**config.mk**
```make
export PLATFORM = sky130hd
export DESIGN_NAME = pitch_controller
export DESIGN_NICKNAME = d
export VERILOG_FILES = /design/src/rtl/pitch_pkg.sv /design/src/rtl/pitch_controller_echo_timer.sv /design/src/rtl/pitch_controller.sv
export SDC_FILE = /design/constraint.sdc
export NUM_CORES = 1
export LEC_CHECK = 0
export ABC_CLOCK_PERIOD_IN_PS = 7200
export BUFFER_PORTS_ARGS = -buffer_cell sky130_fd_sc_hd__clkbuf_2
export CAP_MARGIN = 0
export CORE_MARGIN = 4
export CORE_UTILIZATION = 40
export CTS_CLUSTER_SIZE = 40
export DETAILED_ROUTE_END_ITERATION = 10
export REMOVE_ABC_BUFFERS = 1
export SYNTH_ARGS = -nofsm -noshare
export SYNTH_HDL_FRONTEND = slang
export SYNTH_SLANG_ARGS = --single-unit
```
**constraint.sdc**
```tcl
create_clock -name clk -period 7.2 [get_ports clk]
set_input_delay 0.72 -clock clk [delete_from_list [all_inputs] [get_ports clk]]
set_output_delay 0.72 -clock clk [all_outputs]
set_load 0.03 [all_outputs]
```
**src/rtl/pitch_pkg.sv**
```systemverilog
// Shared types and widths for the theremin pitch-sensing block.
package pitch_pkg;

    localparam int TONE_W = 16;
    localparam int FREQ_W = 32;

    typedef enum logic [2:0] {
        IDLE,
        TRIG,
        WAIT_RISE,
        MEASURE,
        UPDATE,
        HOLD
    } state_t;

endpackage

```
**src/rtl/pitch_controller_echo_timer.sv**
```systemverilog
// echo_timer: prescaled, saturating echo-width counter with an echo-high timeout flag.
module echo_timer
    import pitch_pkg::*;
#(
    parameter int unsigned DIV_CYC     = 100,
    parameter int unsigned TIMEOUT_CYC = 3000000
) (
    input  logic              clk,
    input  logic              rst,
    input  logic              start_i,
    input  logic              run_i,
    output logic [TONE_W-1:0] width_o,
    output logic              timeout_o
);

    logic [31:0]       pre_q, pre_d, pre_base;
    logic [31:0]       hi_q, hi_d, hi_base;
    logic [TONE_W-1:0] width_q, width_d, width_base;

    // A start clears the count and also counts the cycle it arrives in.
    always_comb begin
        pre_base   = start_i ? '0 : pre_q;
        hi_base    = start_i ? '0 : hi_q;
        width_base = start_i ? '0 : width_q;
        pre_d      = pre_base;
        hi_d       = hi_base;
        width_d    = width_base;
        if (start_i || run_i) begin
            if (hi_base != TIMEOUT_CYC) begin
                hi_d = hi_base + 32'd1;
            end
            if (pre_base == DIV_CYC - 1) begin
                pre_d = '0;
                if (width_base != '1) begin
                    width_d = width_base + TONE_W'(1);
                end
            end else begin
                pre_d = pre_base + 32'd1;
            end
        end
    end

    always_ff @(posedge clk or posedge rst) begin
        if (rst) begin
            pre_q   <= '0;
            hi_q    <= '0;
            width_q <= '0;
        end else begin
            pre_q   <= pre_d;
            hi_q    <= hi_d;
            width_q <= width_d;
        end
    end

    assign width_o   = width_q;
    assign timeout_o = (hi_q == TIMEOUT_CYC);

endmodule

```
**src/rtl/pitch_controller.sv**
```systemverilog
// pitch_controller: trigger/echo sequencer producing tone code, registered frequency and mute.
// Optional macro PITCH_CTRL_AVG_EN: tone is the mean of the last four valid widths.
module pitch_controller
    import pitch_pkg::*;
#(
    parameter int unsigned TRIG_CYC    = 1000,
    parameter int unsigned DIV_CYC     = 100,
    parameter int unsigned TIMEOUT_CYC = 3000000,
    parameter int unsigned PERIOD_CYC  = 6000000,
    parameter int unsigned MISS_LIMIT  = 3
) (
    input  logic              clk,
    input  logic              rst,
    input  logic              enable,
    input  logic              echo,
    output logic              trig,
    output logic [TONE_W-1:0] tone,
    input  logic [FREQ_W-1:0] freq_in,
    output logic [FREQ_W-1:0] freq,
    output logic              freq_valid,
    output logic              mute
);

    localparam int unsigned       MISS_W   = (MISS_LIMIT < 2) ? 1 : $clog2(MISS_LIMIT + 1);
    localparam logic [MISS_W-1:0] MISS_MAX = MISS_W'(MISS_LIMIT);
`ifdef PITCH_CTRL_AVG_EN
    localparam logic [1:0]        UPD_LAST = 2'd2;
`else
    localparam logic [1:0]        UPD_LAST = 2'd1;
`endif

    state_t             state_q;
    logic               trig_q, freq_valid_q, mute_q;
    logic [TONE_W-1:0]  tone_q;
    logic [FREQ_W-1:0]  freq_q;
    logic [31:0]        cnt_q, period_q, period_d;
    logic [MISS_W-1:0]  miss_q, miss_d;
    logic [1:0]         upd_q;
    logic               timer_start, timer_run, timer_timeout;
    logic [TONE_W-1:0]  width;

`ifdef PITCH_CTRL_AVG_EN
    logic [TONE_W-1:0]  hist_q [4];
    logic [TONE_W+1:0]  sum_q, sum_d;
    assign sum_d = sum_q + {2'b00, width} - {2'b00, hist_q[3]};
`endif

    always_comb begin
        period_d    = (period_q == 32'hFFFF_FFFF) ? period_q : period_q + 32'd1;
        miss_d      = (miss_q == MISS_MAX) ? miss_q : miss_q + MISS_W'(1);
        timer_start = (state_q == WAIT_RISE) && echo;
        timer_run   = (state_q == MEASURE) && echo && !timer_timeout;
    end

    echo_timer #(
        .DIV_CYC     (DIV_CYC),
        .TIMEOUT_CYC (TIMEOUT_CYC)
    ) u_echo_timer (
        .clk       (clk),
        .rst       (rst),
        .start_i   (timer_start),
        .run_i     (timer_run),
        .width_o   (width),
        .timeout_o (timer_timeout)
    );

    always_ff @(posedge clk or posedge rst) begin
        if (rst) begin
            state_q      <= IDLE;
            trig_q       <= 1'b0;
            tone_q       <= '0;
            freq_q       <= '0;
            freq_valid_q <= 1'b0;
            mute_q       <= 1'b1;
            cnt_q        <= '0;
            period_q     <= '0;
            miss_q       <= '0;
            upd_q        <= '0;
`ifdef PITCH_CTRL_AVG_EN
            for (int i = 0; i < 4; i++) begin
                hist_q[i] <= '0;
            end
            sum_q        <= '0;
`endif
        end else begin
            freq_valid_q <= 1'b0;
            period_q     <= period_d;
            cnt_q        <= cnt_q + 32'd1;
            case (state_q)
                IDLE: begin
                    if (enable) begin
                        state_q  <= TRIG;
                        trig_q   <= 1'b1;
                        cnt_q    <= '0;
                        period_q <= '0;
                    end
                end
                TRIG: begin
                    if (cnt_q == TRIG_CYC - 1) begin
                        state_q <= WAIT_RISE;
                        trig_q  <= 1'b0;
                        cnt_q   <= '0;
                    end
                end
                WAIT_RISE: begin
                    // Echo wins over the timeout on the last allowed cycle.
                    if (echo) begin
                        state_q <= MEASURE;
                    end else if (cnt_q == TIMEOUT_CYC - 1) begin
                        state_q <= HOLD;
                        miss_q  <= miss_d;
                        if (miss_d == MISS_MAX) mute_q <= 1'b1;
                    end
                end
                MEASURE: begin
                    if (!echo) begin
                        state_q <= UPDATE;
                        upd_q   <= '0;
                    end else if (timer_timeout) begin
                        state_q <= HOLD;
                        miss_q  <= miss_d;
                        if (miss_d == MISS_MAX) mute_q <= 1'b1;
                    end
                end
                UPDATE: begin
                    upd_q <= upd_q + 2'd1;
`ifdef PITCH_CTRL_AVG_EN
                    if (upd_q == 2'd0) begin
                        hist_q[0] <= width;
                        for (int i = 1; i < 4; i++) begin
                            hist_q[i] <= hist_q[i-1];
                        end
                        sum_q <= sum_d;
                    end
                    if (upd_q == 2'd1) tone_q <= sum_q[TONE_W+1:2];
`else
                    if (upd_q == 2'd0) tone_q <= width;
`endif
                    // freq_in is combinational from tone, so it is sampled a cycle after tone settles.
                    if (upd_q == UPD_LAST) begin
                        freq_q       <= freq_in;
                        freq_valid_q <= 1'b1;
                        miss_q       <= '0;
                        mute_q       <= 1'b0;
                        state_q      <= enable ? HOLD : IDLE;
                    end
                end
                HOLD: begin
                    if (period_q >= PERIOD_CYC - 1) begin
                        if (enable) begin
                            state_q  <= TRIG;
                            trig_q   <= 1'b1;
                            cnt_q    <= '0;
                            period_q <= '0;
                        end else begin
                            state_q <= IDLE;
                        end
                    end
                end
                default: state_q <= IDLE;
            endcase
        end
    end

    assign trig       = trig_q;
    assign tone       = tone_q;
    assign freq       = freq_q;
    assign freq_valid = freq_valid_q;
    assign mute       = mute_q;

endmodule
```
==> reports/results.ini, run 1 <==
[logic_synthesis]
synth_top_area_share_pct=49.3
syn_area_per_cell_um2=9.28
postSynthCellCount=1100
dominant_combinational_cell_family_by_area_after_synthesis=simple AND/OR/NAND/NOR gates
synth.yosys.warnings=0
dominantRegCellSynth=sky130_fd_sc_hd__dfrtp_1
area_of_the_mapped_netlist_um2=10200
synthSimpleGateAreaFrac_pct=29.7
synth-edff-count=0
biggest_area_consumer_among_synthesized_cells=sky130_fd_sc_hd__dfrtp_1
synthXorXnorAreaFrac_pct=8.75
synth-adder-area-share_pct=0.981
synth_compound_area_share_pct=5.74
proportion_of_synthesized_area_in_mux_cells_pct=2.48
asyncSetResetFlopFracSynth_pct=100
synth.yosys.seq_area_share_pct=49.5
netlist-cell-type-count=58
yosys-top-cells-area=sky130_fd_sc_hd__dfrtp_1, sky130_fd_sc_hd__nand2_1, sky130_fd_sc_hd__xnor2_1
ys_ff_latch=202

[routing]
first_iter_violations=506
drt_drc_violations_left=0
via_count=8029
post_detailed_routing_wire_length_um=22900
ant_nets=0
post_drt_via_cell_ratio=5.29
wl_per_cell_um=15.1
drt_pass1_iterations=5

[timing]
slew_headroom_pct=19.9
unrepaired_setup_endpoints_after_global_routing=false
min_period_over_period_pct=47.5
period_needed_ps=3420
achievable-frequency_mhz=292
setup_ws_ps=3780
hold_violations=0
finalSetupViolations=0
finalHoldWorstSlack_ps=383
layout_skew_ps=20.9
timing_max_transition_violations_final=0
worstMarginPinSlew_ps=1200
finalSetupTns_ps=0

[layout]
nNetsFinal=1217
final_cells=1518
layout-drive-gt1-share_pct=14.3
postLayoutCoreUtil_pct=46.8
layout.cell_area.non_filler_um2=11700
syn_to_final_growth_pct=15.0
num_antenna_cells=0

[setup_path]
worst_setup_path_end_kind=flop
critPathRequiredTime_ps=7640
worst-path-buf-inv=1
cpPeakStageDelay_ps=740
timing.setup.critical_path_class=flop to flop
start_kind=flop
path_cells=nand4bb_2 -> buf_4 -> nand3_1 -> nor4_1 -> nand4b_1 -> or4_1 -> a21oi_1
crit_slowest_cell=sky130_fd_sc_hd__or4_1
critical-path-top-delay-family=simple AND/OR/NAND/NOR gates
rr_worst_depth=7
worstPathMaxFanout=45
cp_data_arrival_time_ps=3860
critical_path_depth=7

[global_route]
grt_usage_pct=16.3
grt_start_max_net_pins=155
first_pass_grt_wire_length_um=39700
first_global_vias=7862
antenna_violations_before_repair=0
grt_overflow=0

[clock_tree]
clock_sink_count=202
clock_latency_ps=520
postCtsSetupBuffers=0
cts.hold.buffers_added=0
ctsHtreeMaxLevel=1
clkSlewWorstSetupHoldPaths_ps=60
cts_tree=built
cts.repair.resized=0
cts_made_buffers=24
clock_tree.root_cell=sky130_fd_sc_hd__clkbuf_16
cts.path.max_buffers=3

[die]
initial_core_utilization_pct=40.7
num_rows=58
io_pins=87
placeableCoreArea_um2=25100
dieWidth_um=168
floorplan.die.height_um=168
design.die.area_um2=28100

[run_status]
outcome=finished clean

[hold_path]
hold_path_class=input pin to flop
holdPathStages=3

[placement]
dpl.hpwl_um=14900
io_buffer_count=86
placed_cells_incl_taps=1477
placement.setup.worst_slack_ps=3590
gp_congestion=0.799
dpl_cell_area_um2=11000

[pwr]
total_power_mw=3.51
power_leakage_nw=5.14
power.density_nw_per_um2=299
max-vdd-ir-drop_uv=248

[job]
max-cap-violations=0

==> cell usage after synthesis, drive strengths merged (2+ instances only) <==
master / n
dfrtp: 201
nand2: 186
nor2: 118
xnor2: 64
nand3: 50
nor4: 42
a21oi: 39
clkbuf: 39
xor2: 38
nand4: 34
o21ai: 33
or3: 27
inv: 25
nor3: 25
and3: 23
mux2: 18
or4: 17
and4: 16
and2: 10
nor4b: 9
buf: 8
ha: 8
nand2b: 6
nand4b: 6
nor2b: 6
a211oi: 5
mux2i: 5
nor3b: 4
or4b: 4
and4b: 3
o211ai: 3
o31ai: 3
a311oi: 2
a31o: 2
a31oi: 2
nand3b: 2
o21a: 2
==> final timing paths <==
| kind | startpoint | endpoint | slack [ps] |
|---|---|---|---|
| setup / recovery | state_q[0] | u_echo_timer.width_o[4] | 3780 |
| hold / removal | freq_in[28] | freq[28] | 380 |
| setup reg to reg | state_q[0] | u_echo_timer.width_o[4] | 3780 |
| hold reg to reg | cnt_q[0] | cnt_q[0] | 450 |
| max in group asynchronous | rst | u_echo_timer.pre_q[12] | 5480 |
| min in group asynchronous | rst | freq[28] | 470 |
==> power breakdown <==
part | switching [mW] | total (mW) | internal [mW]
clock network | 0.475 | 1.21 | 0.731
logic | 0.600 | 0.872 | 0.272
registers | 0.132 | 1.43 | 1.30
total | 1.21 | 3.51 | 2.30
==> metal layers <==
metal,track usage [%],share of wire [%],vias up
met3,2.67,4.0,31
met4,3.74,1.9,0
li1,-,-,4006
met1,23.7,48,3851
met5,0,0,-
met2,25.8,46,141
==> worst reg2reg max path, delay by kind of cell, from the launching register on <==
family | cells | cell delay (ps)
flops | 1 | 600
compound gates | 1 | 180
buf+inv | 1 | 420
simple gates | 5 | 2130
==> cell type report <==
cell class,count,area (µm²)
flip-flops and latches,202,5060
inverters,26,105
multi-input cells,825,4890
fillers,2406,13400
well taps,330,413
clock inverters,10,111
repair buffers,94,490
clock buffers,31,677
==> logic make-up (layout without fill, tap and decap cells) <==
group	after synthesis	after routing
XOR/XNOR	102	102
buffers and inverters	73	161
adder cells (fa/ha/maj)	8	8
AO/OA/AOI/OAI	100	100
flip-flops	202	202
multiplexers	23	23
AND/OR/NAND/NOR	592	592
==> layout by cell type, fill, tap and decap left out, types with 6 or more instances in the layout <==
| cell | n |
|---|---|
| sky130_fd_sc_hd__or4_1 | 16 |
| sky130_fd_sc_hd__nor4_1 | 37 |
| sky130_fd_sc_hd__clkbuf_2 | 86 |
| sky130_fd_sc_hd__buf_4 | 8 |
| sky130_fd_sc_hd__nand2_1 | 186 |
| sky130_fd_sc_hd__xor2_1 | 38 |
| sky130_fd_sc_hd__clkinv_2 | 7 |
| sky130_fd_sc_hd__o21ai_0 | 33 |
| sky130_fd_sc_hd__nor2b_1 | 6 |
| sky130_fd_sc_hd__and2_1 | 10 |
| sky130_fd_sc_hd__nand3_1 | 50 |
| sky130_fd_sc_hd__nor3_1 | 25 |
| sky130_fd_sc_hd__mux2_2 | 18 |
| sky130_fd_sc_hd__or3_1 | 27 |
| sky130_fd_sc_hd__and4_1 | 16 |
| sky130_fd_sc_hd__a21oi_1 | 39 |
| sky130_fd_sc_hd__clkbuf_16 | 24 |
| sky130_fd_sc_hd__dfrtp_1 | 201 |
| sky130_fd_sc_hd__nand2b_1 | 6 |
| sky130_fd_sc_hd__nor4b_1 | 8 |
| sky130_fd_sc_hd__nor2_1 | 118 |
| sky130_fd_sc_hd__ha_1 | 8 |
| sky130_fd_sc_hd__and3_1 | 23 |
| sky130_fd_sc_hd__xnor2_1 | 64 |
| sky130_fd_sc_hd__nand4b_1 | 6 |
| sky130_fd_sc_hd__inv_1 | 24 |
| sky130_fd_sc_hd__nand4_1 | 34 |
==> registers in the layout, indices dropped and copies added (netlist names) <==
signal	flops
freq_valid	1
freq	32
u_echo_timer.width_o	16
cnt_q	32
miss_q	2
period_q	32
u_echo_timer.pre_q	32
trig	1
upd_q	2
mute	1
tone	16
state_q	3
u_echo_timer.hi_q	32
Note: power is estimated with default switching activity, not from simulation.
==> inputs of run 2 (changes only) <==
Settings changed: ABC_AREA from default to 1, ABC_CLOCK_PERIOD_IN_PS 7200 to 2900.
Clock period 7.2 ns to 2.9 ns, I/O delays scaled along.
==> run 2 against run 1 <==
  * Count of clock-buffer cells in the layout increased by 3
  * Clock skew is 3.2 ps lower
  * Sequential cell count is the same
  * Register-to-register slack got worse by 3500 ps
  * Global-route usage increased by 3.1 points
  * Cell area increased by 26%
  * Routed wire length is 50% higher
  * Core utilization is 0.27 points higher
  * Combinational power rose to 3.5 times the previous value
==> reports/results.ini, run 2 <==
[die]
dieWidth_um=187  ; +11%
design.die.area_um2=34800  ; +24%
floorplan.die.height_um=187  ; +11%
placeableCoreArea_um2=31600  ; +26%
io_pins=87  ; unchanged
initial_core_utilization_pct=40.5  ; -0.19 points
num_rows=65  ; +12%

[setup_path]
timing.setup.critical_path_class=flop to flop
critical-path-top-delay-family=simple AND/OR/NAND/NOR gates
start_kind=flop
worst_setup_path_end_kind=flop
cpPeakStageDelay_ps=500  ; -240 ps
critPathRequiredTime_ps=3320  ; -4320 ps
worstPathMaxFanout=53  ; +18%
path_cells=inv_2 -> nand4_4 -> buf_4 -> nand2_2 -> inv_1 -> nand3_2 -> nor2_4 -> nand2_2 -> nor3_4 -> nand3_1 -> nand2_1 -> nand2_1
crit_slowest_cell=sky130_fd_sc_hd__buf_4
worst-path-buf-inv=3  ; +2
cp_data_arrival_time_ps=3060  ; -800 ps

[layout]
commonest_cells_after_routing_fill_and_taps_aside=sky130_fd_sc_hd__nand2_1, sky130_fd_sc_hd__inv_1, sky130_fd_sc_hd__nor2_1
layout.cell_area.non_filler_um2=14800  ; +26%
nNetsFinal=2047  ; +68%
layout-drive-gt1-share_pct=10.8  ; -3.5 points
num_antenna_cells=0  ; unchanged
final_common_cell=sky130_fd_sc_hd__nand2_1
syn_to_final_growth_pct=16.2
final_cells=2423  ; +60%

[routing]
first_iter_violations=859  ; +70%
routedLengthMet1_um=16000  ; +44%
post_drt_via_cell_ratio=5.03  ; -4.9%
post_detailed_routing_wire_length_um=34300  ; +50%
met3WireLength_um=1880  ; +100%
dr_wl_met2_um=15600  ; +49%
wl_per_cell_um=14.2  ; -6.2%
drt_drc_violations_left=0  ; unchanged
top_layer_used=met4
drt_pass1_iterations=7  ; +2
ant_nets=0  ; unchanged
via_count=12186  ; +52%

[pwr]
max-vdd-ir-drop_uv=653  ; +160%
power.density_nw_per_um2=669  ; +120%
power_leakage_nw=7.62  ; +48%
total_power_mw=9.93  ; +180%

[global_route]
first_pass_grt_wire_length_um=58200  ; +46%
antenna_violations_before_repair=0  ; unchanged
first_global_vias=11915  ; +52%
grt_start_max_net_pins=97  ; -37%
grt_usage_pct=19.4  ; +3.1 points
grt_overflow=0  ; unchanged

[placement]
io_buffer_count=86  ; unchanged
dpl_cell_area_um2=13700  ; +25%
dpl.hpwl_um=25100  ; +69%
gp_congestion=0.938  ; +17%
placed_cells_incl_taps=2345  ; +59%
placement.setup.worst_slack_ps=265  ; -3330 ps

[clock_tree]
cts_made_buffers=25  ; +4.2%
clkSlewWorstSetupHoldPaths_ps=60  ; about the same
clock_sink_count=202  ; unchanged
cts_tree=built
clock_latency_ps=530  ; about the same
clock_tree.root_cell=sky130_fd_sc_hd__clkbuf_16
postCtsSetupBuffers=0  ; unchanged
ctsHtreeMaxLevel=1  ; unchanged
cts.path.max_buffers=3  ; unchanged

[logic_synthesis]
synth_commonest_cells=sky130_fd_sc_hd__nand2_1, sky130_fd_sc_hd__inv_1, sky130_fd_sc_hd__nor2_1, sky130_fd_sc_hd__dfrtp_1, sky130_fd_sc_hd__nand3_1
biggest_area_consumer_among_synthesized_cells=sky130_fd_sc_hd__dfrtp_1
netlist-cell-type-count=47  ; -19%
synth.yosys.seq_area_share_pct=39.6  ; -9.9 points
postSynthCellCount=1880  ; +71%
ys_ff_latch=202  ; unchanged
yosys-top-cells-area=sky130_fd_sc_hd__dfrtp_1, sky130_fd_sc_hd__nand2_1, sky130_fd_sc_hd__inv_1
synth-edff-count=0  ; unchanged
synthMostInstantiatedCell=sky130_fd_sc_hd__nand2_1
synth_top_area_share_pct=39.4  ; -9.9 points
synth.yosys.warnings=0  ; unchanged
area_of_the_mapped_netlist_um2=12800  ; +25%
syn_area_per_cell_um2=6.79  ; -27%
dominantRegCellSynth=sky130_fd_sc_hd__dfrtp_1
asyncSetResetFlopFracSynth_pct=100  ; unchanged

[timing]
worstMarginPinSlew_ps=773  ; -428 ps
hold_violations=0  ; unchanged
min_period_over_period_pct=91.0  ; +43 points
unrepaired_setup_endpoints_after_global_routing=false
timing_max_transition_violations_final=0  ; unchanged
finalSetupViolations=0  ; unchanged
period_needed_ps=2640  ; -782 ps
slew_headroom_pct=48.3  ; +28 points
layout_skew_ps=17.7  ; -3.16 ps
setup_ws_ps=262  ; -3520 ps
achievable-frequency_mhz=379  ; +30%
finalHoldWorstSlack_ps=208  ; -175 ps

[job]
max-cap-violations=0  ; unchanged

[run_status]
outcome=finished clean

[hold_path]
hold_path_class=input pin to flop

-- run 2: cell count changes after synthesis, moves of 22 or more --
cell	before	now
sky130_fd_sc_hd__nand4_1	34	63
sky130_fd_sc_hd__o21ai_0	33	68
sky130_fd_sc_hd__xnor2_1	64	14
sky130_fd_sc_hd__clkbuf_1	39	10
sky130_fd_sc_hd__nor2_1	118	232
sky130_fd_sc_hd__and3_1	23	1
sky130_fd_sc_hd__or3_1	27	0
sky130_fd_sc_hd__nand2_1	186	623
sky130_fd_sc_hd__inv_1	25	253
sky130_fd_sc_hd__nor3_1	25	47
sky130_fd_sc_hd__a21oi_1	39	17
sky130_fd_sc_hd__nor4_1	39	14
sky130_fd_sc_hd__nand3_1	50	139
-- run 2: tightest hold or removal path: cells and delay by family --
family,cells,cell delay (ps)
AOI/OAI and AO/OA,1,90
and+or+nand+nor,1,50
buffers and inverters,2,250
-- run 2: what timing repair did --
item	in CTS	in global routing
endpoints found under the hold margin	125	0
endpoints found under the setup margin	0	2
resized for setup	0	1
hold buffers	33	0
-- run 2: path summary, 6_finish.rpt --
path,startpoint,endpoint,slack [ps],cells past startpoint
worst max-delay path,state_q[2],u_echo_timer.hi_q[18],260,12
worst min-delay path,enable,period_q[27],210,4
worst min register to register,tone[13],tone[13],480,2
worst max register to register,state_q[2],u_echo_timer.hi_q[18],260,12
max in group asynchronous,rst,mute,1730,4
min in group asynchronous,rst,freq[31],430,3
-- run 2: area by class of cell --
cell class	count	area, µm²
inverter	262	991
clock inverter	11	130
fill	3219	16700
multi-input combinational	1373	6490
clock buffer	34	719
sequential	202	5060
tap	402	503
timing repair buffer	139	952
-- run 2: where the power goes --
| part | internal, mW | switching (mW) |
|---|---|---|
| sequential | 3.33 | 0.354 |
| clock | 1.99 | 1.24 |
| combinational | 0.888 | 2.14 |
| total | 6.20 | 3.73 |
-- run 2: stage by stage --
| step | TNS [ps] | util (%) |
|---|---|---|
| after CTS | 0 | 47.0 |
| after global routing | 0 | 47.0 |
| final | 0 | 47.0 |
| after detailed placement | 0 | 43.3 |
| after floorplan | -669710 | - |
| after global placement | 0 | 43.3 |
-- run 2: cell families after synthesis --
logic type      synth area share [%]
simple gates                    40.1
buf+inv                         9.72
flops                           39.6
compound gates                  4.51
xor+xnor                        4.53
mux                            0.794
fa+ha+maj                      0.784
-- run 2: routing by layer --
metal  vias up  global-route usage [%]
met2       340                    32.6
met4         0                    4.92
met3        57                    2.86
met1      5622                    26.4
li1       6167                       -
met5         -                       0
